`src/rtl/onehot_to_bin_dec_if.sv`:
```
// rtl/onehot_to_bin_dec_if.sv - stream interface for the one-hot to binary decoder
// Input beat (valid_i/one_hot_i/ready_o), output beat (valid_o/bin_o/err_o/ready_i) and error count.
interface onehot_to_bin_dec_if #(
   parameter int ONE_HOT_W = 16,
   parameter int BIN_W     = 4,
   parameter int ERR_CNT_W = 8
);
   logic                 valid_i;
   logic [ONE_HOT_W-1:0] one_hot_i;
   logic                 ready_o;
   logic                 valid_o;
   logic [BIN_W-1:0]     bin_o;
   logic                 err_o;
   logic                 ready_i;
   logic [ERR_CNT_W-1:0] err_cnt_o;

   modport master (
      output valid_i, one_hot_i, ready_i,
      input  ready_o, valid_o, bin_o, err_o, err_cnt_o
   );

   modport slave (
      input  valid_i, one_hot_i, ready_i,
      output ready_o, valid_o, bin_o, err_o, err_cnt_o
   );
endinterface

```
`src/rtl/onehot_to_bin_dec.sv`:
```
// rtl/onehot_to_bin_dec.sv - one-hot to binary index decoder with one registered stream stage
// Malformed inputs (zero-hot or multi-hot) raise err_o and bump a saturating counter.
module onehot_to_bin_dec #(
   parameter int ONE_HOT_W = 16,
   parameter int BIN_W     = 4,
   parameter int ERR_CNT_W = 8
) (
   input  logic                clk,
   input  logic                reset_n,
   onehot_to_bin_dec_if.slave  bus
);
   localparam logic [ERR_CNT_W-1:0] CNT_MAX = '1;

   logic                 ready;
   logic                 accept;
   logic                 found;
   logic [BIN_W-1:0]     dec_bin;
   logic                 dec_err;
   logic                 valid_q;
   logic [BIN_W-1:0]     bin_q;
   logic                 err_q;
   logic [ERR_CNT_W-1:0] cnt_q;

   assign ready  = !valid_q || bus.ready_i;
   assign accept = bus.valid_i && ready;

   // Lowest set bit wins; a non-zero x & (x-1) means more than one bit is set.
   always_comb begin
      dec_bin = '0;
      found   = 1'b0;
      for (int i = 0; i < ONE_HOT_W; i++) begin
         if (bus.one_hot_i[i] && !found) begin
            dec_bin = BIN_W'(i);
            found   = 1'b1;
         end
      end
      dec_err = !found ||
                ((bus.one_hot_i & (bus.one_hot_i - ONE_HOT_W'(1))) != '0);
   end

   always_ff @(posedge clk or negedge reset_n) begin
      if (!reset_n) begin
         valid_q <= 1'b0;
         bin_q   <= '0;
         err_q   <= 1'b0;
         cnt_q   <= '0;
      end else begin
         if (accept) begin
            valid_q <= 1'b1;
            bin_q   <= dec_bin;
            err_q   <= dec_err;
            if (dec_err && (cnt_q != CNT_MAX)) begin
               cnt_q <= cnt_q + ERR_CNT_W'(1);
            end
         end else if (valid_q && bus.ready_i) begin
            valid_q <= 1'b0;
         end
      end
   end

   assign bus.ready_o   = ready;
   assign bus.valid_o   = valid_q;
   assign bus.bin_o     = bin_q;
   assign bus.err_o     = err_q;
   assign bus.err_cnt_o = cnt_q;
endmodule
```
`src/flat_wrapper.sv`:
```
// flat-port wrapper written by rule: the top's interface ports become plain ports
module onehot_to_bin_dec_flat 
#(
   parameter int ONE_HOT_W = 16,
   parameter int BIN_W     = 4,
   parameter int ERR_CNT_W = 8
)
  (clk, reset_n, bus_valid_i, bus_one_hot_i, bus_ready_i, bus_ready_o, bus_valid_o, bus_bin_o, bus_err_o, bus_err_cnt_o);
  onehot_to_bin_dec_if #(.ONE_HOT_W(ONE_HOT_W), .BIN_W(BIN_W), .ERR_CNT_W(ERR_CNT_W)) bus_i ();
  input  logic clk;
  input  logic reset_n;
  input wire logic [$bits(bus_i.valid_i)-1:0] bus_valid_i;
  input wire logic [$bits(bus_i.one_hot_i)-1:0] bus_one_hot_i;
  input wire logic [$bits(bus_i.ready_i)-1:0] bus_ready_i;
  output wire logic [$bits(bus_i.ready_o)-1:0] bus_ready_o;
  output wire logic [$bits(bus_i.valid_o)-1:0] bus_valid_o;
  output wire logic [$bits(bus_i.bin_o)-1:0] bus_bin_o;
  output wire logic [$bits(bus_i.err_o)-1:0] bus_err_o;
  output wire logic [$bits(bus_i.err_cnt_o)-1:0] bus_err_cnt_o;
  assign bus_i.valid_i = bus_valid_i;
  assign bus_i.one_hot_i = bus_one_hot_i;
  assign bus_i.ready_i = bus_ready_i;
  assign bus_ready_o = bus_i.ready_o;
  assign bus_valid_o = bus_i.valid_o;
  assign bus_bin_o = bus_i.bin_o;
  assign bus_err_o = bus_i.err_o;
  assign bus_err_cnt_o = bus_i.err_cnt_o;
  onehot_to_bin_dec #(.ONE_HOT_W(ONE_HOT_W), .BIN_W(BIN_W), .ERR_CNT_W(ERR_CNT_W)) u_core (.clk(clk), .reset_n(reset_n), .bus(bus_i));
endmodule
```
`config.mk`:
```
export PLATFORM = sky130hd
export DESIGN_NAME = onehot_to_bin_dec_flat
export DESIGN_NICKNAME = d
export VERILOG_FILES = /design/src/rtl/onehot_to_bin_dec_if.sv /design/src/rtl/onehot_to_bin_dec.sv /design/src/flat_wrapper.sv
export SDC_FILE = /design/constraint.sdc
export NUM_CORES = 1
export LEC_CHECK = 0
export CAP_MARGIN = 20
export CORE_MARGIN = 1
export CORE_UTILIZATION = 43
export DETAILED_ROUTE_END_ITERATION = 12
export HOLD_SLACK_MARGIN = 0.02
export PLACE_DENSITY = 0.84
export SYNTH_ARGS = -nofsm -noshare
export SYNTH_HDL_FRONTEND = slang
export SYNTH_SLANG_ARGS = --single-unit
```
`constraint.sdc`:
```
create_clock -name clk -period 2.05 [get_ports clk]
set_input_delay 0.3075 -clock clk [delete_from_list [all_inputs] [get_ports clk]]
set_output_delay 0.3075 -clock clk [all_outputs]
set_load 0.005 [all_outputs]
```
# --- After elaboration in Yosys (flattened, before gate mapping) ---
# Cells that the tools add are included.
totals:
  regBits: 14
  out_inout_bits: 15
classes:
  n_addsub: 2
  eq_ne: 1
  mux: 33
  n_bitwise: 1
  reduce_logical: 40
ops:
  columns: ["op", "count"]
  rows:
  - ["2-to-1 mux 4 bit", 8]
  - ["2-to-1 mux 1 bit", 19]
  - ["logical AND 1 bit", 18]
  - ["logical NOT 1 bit", 17]
  - ["AND 16 bit", 1]
  - ["nonzero test 16 bit", 1]
  - ["subtractor 16 x 1 -> 16 bit (second input constant)", 1]
  - ["2-to-1 mux 3 bit", 4]
  - ["adder 8 x 1 -> 8 bit (second input constant)", 1]
  - ["inequality test 8 bit (second input constant)", 1]
  - ["2-to-1 mux 2 bit", 2]
  - ["logical OR 1 bit", 2]
  - ["AND reduction 2 bit", 1]
  - ["nonzero test 2 bit", 1]

# --- Logic depth before layout (Yosys ltp) ---
depth:
  ltp_word: 50
  depth_mapped: 7
  ltp_nobuf: 6

# --- Worst setup path after synthesis ---
# Ideal clock, no wire load.
synth_path:
  path_type: "input -> register"
  start: "input bus_one_hot_i[1]"
  end: "register u_core.cnt_q[1] (netlist: u_core.bus.err_cnt_o[1])"
  arrival_time_ns: 2.221
  setup_slack_ns: -0.296
  path_stages: 7
  path_buffers: 1
  cell_sequence: "or4_1 > buf_6 > nor4_1 > xnor2_1 > nand4_2 > and2_4 > mux2_4"
synth_between:
  elab_chain_cells: 48
synth_rtl:
  columns: ["element", "line", "text"]
  rows:
  - ["start: declaration", "flat_wrapper.sv:13", "input wire logic [$bits(bus_i.one_hot_i)-1:0] bus_one_hot_i;"]
  - ["logical AND 1 bit", "onehot_to_bin_dec.sv:32", "if (bus.one_hot_i[i] && !found) begin"]
  - ["2-to-1 mux 1 bit", "onehot_to_bin_dec.sv:32", null]
  - ["logical NOT 1 bit", "onehot_to_bin_dec.sv:32", null]
  - ["logical AND 1 bit", "onehot_to_bin_dec.sv:32", null]
  - ["2-to-1 mux 1 bit", "onehot_to_bin_dec.sv:32", null]
  - ["logical NOT 1 bit", "onehot_to_bin_dec.sv:32", null]
  - ["logical AND 1 bit", "onehot_to_bin_dec.sv:32", null]
  - ["2-to-1 mux 1 bit", "onehot_to_bin_dec.sv:32", null]
  - ["(+32 left out)", null, null]
  - ["2-to-1 mux 1 bit", "onehot_to_bin_dec.sv:32", null]
  - ["logical NOT 1 bit", "onehot_to_bin_dec.sv:32", null]
  - ["logical AND 1 bit", "onehot_to_bin_dec.sv:32", null]
  - ["2-to-1 mux 1 bit", "onehot_to_bin_dec.sv:32", null]
  - ["logical NOT 1 bit", "onehot_to_bin_dec.sv:37", "dec_err = !found ||"]
  - ["logical OR 1 bit (*)", "onehot_to_bin_dec.sv:37", null]
  - ["logical AND 1 bit (*)", "onehot_to_bin_dec.sv:52", "if (dec_err && (cnt_q != CNT_MAX)) begin"]
  - ["AND reduction 2 bit (no source line) (*)", null, null]
  - ["end signal: assignment", "onehot_to_bin_dec.sv:53", "cnt_q <= cnt_q + ERR_CNT_W'(1);"]
  - ["end: declaration", "onehot_to_bin_dec.sv:22", "logic [ERR_CNT_W-1:0] cnt_q;"]
# Every way passes the cells marked *; elsewhere a longest branch is shown, timed or not.
# A chain may end at the register's enable or synchronous reset.

# --- Worst setup path after layout ---
layout_path:
  start: "input bus_one_hot_i[2]"
  end: "register u_core.cnt_q[1] (netlist: u_core.bus.err_cnt_o[1])"
layout_between:
  elab_chain_cells: 45
layout_rtl:
  columns: ["element", "line"]
  rows:
  - ["logical AND 1 bit", "onehot_to_bin_dec.sv:32"]
  - ["2-to-1 mux 1 bit", "onehot_to_bin_dec.sv:32"]
  - ["logical NOT 1 bit", "onehot_to_bin_dec.sv:32"]
  - ["logical AND 1 bit", "onehot_to_bin_dec.sv:32"]
  - ["2-to-1 mux 1 bit", "onehot_to_bin_dec.sv:32"]
  - ["logical NOT 1 bit", "onehot_to_bin_dec.sv:32"]
  - ["logical AND 1 bit", "onehot_to_bin_dec.sv:32"]
  - ["2-to-1 mux 1 bit", "onehot_to_bin_dec.sv:32"]
  - ["(+29 left out)", null]
  - ["2-to-1 mux 1 bit", "onehot_to_bin_dec.sv:32"]
  - ["logical NOT 1 bit", "onehot_to_bin_dec.sv:32"]
  - ["logical AND 1 bit", "onehot_to_bin_dec.sv:32"]
  - ["2-to-1 mux 1 bit", "onehot_to_bin_dec.sv:32"]
  - ["logical NOT 1 bit", "onehot_to_bin_dec.sv:37"]
  - ["logical OR 1 bit (*)", "onehot_to_bin_dec.sv:37"]
  - ["logical AND 1 bit (*)", "onehot_to_bin_dec.sv:52"]
  - ["AND reduction 2 bit (no source line) (*)", null]
# Marks and branches as above.

==> summary.md <==
The run finished, with violations left. The checks that failed: setup timing. The run gives 42.1% as the fraction of power consumed by sequential logic. Averaged over all synthesized cells, the footprint is 9.118 sq um. Dominant synthesized flop cell: sky130_fd_sc_hd__dfrtp_1. Reg-to-reg startpoint: u_core.bus.err_cnt_o[2]. After the last flow step, the layout net total stands at 189. The via count of the first global-routing pass is 1068, and the number of synthesized flops with an enable pin is 0.

Summed over all layers, the global routing overflow is 0. The largest delay contributor family on the critical path was simple AND/OR/NAND/NOR gates. TritonCTS built the clock tree. The netlist uses 32 different library cells. In the global route stage, overall resource usage came out at 29.03%. The share of power burned in the clock network was 14.9%. After routing the design area is 1563 sq um.

The fraction of layout cells with a size suffix above 1 works out to 30.72%. The total power divided by cell area is 631.7 nW/um^2. The initial antenna violation count was 0; the portion of the clock cycle consumed by the worst path in the final layout was 101.4%. The delay of the slowest critical-path stage is 590 ps, and the global-route wire length before repair is 4581 um. The tools report the area after detailed placement as 1481 sq um.

After clock tree synthesis, the flow added hold-fix buffers numbering 0. Width of the die: 48.28 um. The type of the worst setup path is in2reg. Most common cell after layout, fill and taps aside: sky130_fd_sc_hd__buf_4. Global routing consumed, on the met2 layer, 55.73% of the routing resources.

STA puts the critical path data arrival time at 2240 ps. The number of endpoints with negative hold slack in the final report was 0. Sequential-to-total area share from yosys stat: 38.04%. In this run the worst setup path begins at bus_one_hot_i[2].

For this run, global-route usage on met1 was measured as 28.38%. Buffer cell driving the clock tree root: sky130_fd_sc_hd__clkbuf_4. 0 antenna diodes ended up in the layout.

Counting both buffers and inverters, the worst setup path holds a total of 2. The post-synthesis async set-or-reset flop share is 100.0%, and the synthesized net count is 122. Between clock sinks in the finished design, the worst skew comes to 1.492 ps. For the total standard cell area after synthesis, the log shows 920.9 sq um.

In this run the power spent charging and discharging nets is 0.3225 mW. For met3 alone, demand over resource in global routing was 4.815%. The final critical-path required period was 2080 ps. Detailed placement finished with a half-perimeter wire length of 2213 um. Counting flops and latches in the post-synthesis netlist gives 14. For the number of standard-cell rows in the floorplan, the log shows 16.

Worst path setup slack after routing: -29.52 ps. The initial utilization of the core area, before any placement, comes to 46.46%. The startpoint kind of the worst setup timing path was a primary input.

The logs give 0 for the max-slew violation count and 43.0% for the proportion of power drawn by combinational gates. For the worst-skew pair, the clock arrives at the later sink with an insertion delay of 270 ps. The clock slew at the register clock pins of the worst setup and hold paths came out at 80 ps.

Summed over all layers, the routed wires come to 2982 um. Total power for the finished layout comes to 0.9872 mW. The worst setup path is captured at a flip-flop. In this run the count of I/O pins placed on the die edge is 35. In this run the remaining antenna-violating nets after routing total 0. The slowest stage of the critical path is the sky130_fd_sc_hd__or4_4 cell. The Yosys step of the flow raised 0 warnings. At the worst endpoint, the required time is 2210 ps.

The number of setup violations in the final report came out at 1. The tools report the worst max-slew margin expressed relative to the limit as 57.34%. The die is 48.28 um tall. The final route contains 1065 vias. The synthesis-to-layout area growth is 69.70%. The kind of path behind the tightest hold check is in2async. VDD sags by at most 0.4378 mV. The top cell types in the final layout, fill and taps aside, are 27 x sky130_fd_sc_hd__buf_4, 21 x sky130_fd_sc_hd__clkdlybuf4s50_1, 14 x sky130_fd_sc_hd__dfrtp_1, 8 x sky130_fd_sc_hd__nand2_1, 8 x sky130_fd_sc_hd__nor2_1. The quantity of I/O buffers inserted on ports was 34. For this design, the sink count on the clock tree is 14. The tools report the summed negative setup slack over all endpoints as -29.52 ps.

Timing would allow up to 480.9 MHz. The first TritonRoute pass finished after 4 iterations. Synthesis produced 101 cells. The tools report the number of max-cap violations as 0. The clock buffer count from CTS is 3, and the largest net degree at the start of global routing is 15. In this run the most used layer during global routing was met2. Internal power comes to 0.6646 mW. The footprint of the multi-input gates came out at 620.6 sq um.

The layout has 128 filler cells. Maximum count of clock buffers along a single path: 2. The die area was 2330 sq um. The combined flip-flop and latch cell area is 350.3 sq um. The number of levels the H-tree was split into is 1, and the slew of the pin with the lowest slew margin is 637.8 ps.

The total core area was 1982 sq um; the ratio of routed vias to standard cells was 5.518. After the first detailed-routing iteration, the DRC count stood at 26. For this run, design rule violations remaining after detail routing come to 0. The tools report the reported leakage power as 0.7013 nW.

The per-cell routed wire length works out to 15.45 um. The worst-path maximum fanout is 5. Cells fill 78.85% of the core in the end. The routability congestion estimate is 0.8231. The critical path goes through clkbuf_2 > or4_4 > buf_4 > nor4b_2 > or4_1 > nand4_2 > and2_4 > mux2_4.

The share of total power consumed by net switching was 32.67%.
-- state kept, by name (all words and copies together) (netlist names) --
signal / count
u_core.bus.valid_o: 1
u_core.bus.bin_o: 4
u_core.bus.err_cnt_o: 8
u_core.bus.err_o: 1
-- worst register-to-register path: cells and delay by family (launching register included) --
family,cells,cell delay [ps]
AOI/OAI and AO/OA,1,200
buffers and inverters,1,150
DFF,1,430
muxes,1,300
and+or+nand+nor,3,560
-- cells by family after synthesis --
kind of cell	count (synthesis)	synth area share [%]
xor gates and xnor gates	8	7.609
muxes	2	2.853
buffers and inverters	4	2.445
and+or+nand+nor	49	30.57
adders and majority gates	2	2.445
AOI/OAI and AO/OA	22	16.03
DFF	14	38.04
-- routing by layer --
layer / up-vias / wire (um)
met3: 10 / 91
met4: 0 / 89
met2: 37 / 1693
li1: 523 / -
met5: - / 0
met1: 495 / 1109
-- worst paths after layout --
check,end,slack (ps),depth (start not counted)
setup reg to reg,u_core.bus.err_cnt_o[1],290,6
setup / recovery,u_core.bus.err_cnt_o[1],-30,8
max in group asynchronous,u_core.bus.err_cnt_o[3],1210,1
hold / removal,u_core.bus.err_cnt_o[6],430,1
min in group clk,u_core.bus.bin_o[2],490,2
hold reg to reg,u_core.bus.bin_o[2],490,2
-- metrics by stage --
stage,setup WS [ps],hold WS [ps],std cells
after global placement,-504.6,466.9,186
after floorplan,-205.2,11.91,101
final,-29.52,427.5,193
after CTS,5.008,439.5,192
after global routing,-47.14,465.0,193
after detailed placement,-574.1,475.5,186
-- power by group through the flow --
stage,clock [mW],combinational (mW),sequential [mW]
after CTS,0.155,0.414,0.413
after global routing,0.165,0.463,0.422
final,0.147,0.424,0.416
after global placement,0,0.381,0.407
after detailed placement,0,0.411,0.418
after floorplan,0,0.147,0.407
-- synthesized netlist by cell type (all sizes together), types with 3 or more instances --
cell type | n | share of area, %
dfrtp | 14 | 38
nand2 | 8 | 3.3
nor2 | 8 | 3.3
nor3 | 7 | 3.8
xnor2 | 7 | 6.7
or4 | 5 | 4.1
a21oi | 4 | 2.2
nand2b | 4 | 2.7
nand3 | 4 | 2.2
o21ai | 4 | 2.2
and3 | 3 | 2.0
inv | 3 | 1.2
o21bai | 3 | 2.4
or3 | 3 | 2.0
-- area by class of cell --
cell class / count / area share [%]
clock buffer: 3 / 1.441
inverter: 3 / 0.7206
multi-input combinational: 84 / 39.71
sequential: 14 / 22.42
tap: 27 / 2.162
timing repair buffer: 62 / 33.55
-- repair_timing --
action,4_1_cts,5_1_grt
cloned,1,0
pin swaps,12,8
endpoints found under the setup margin,9,8
buffers inserted,2,1
resized for setup,29,10
Note: power is estimated with default switching activity, not from simulation.
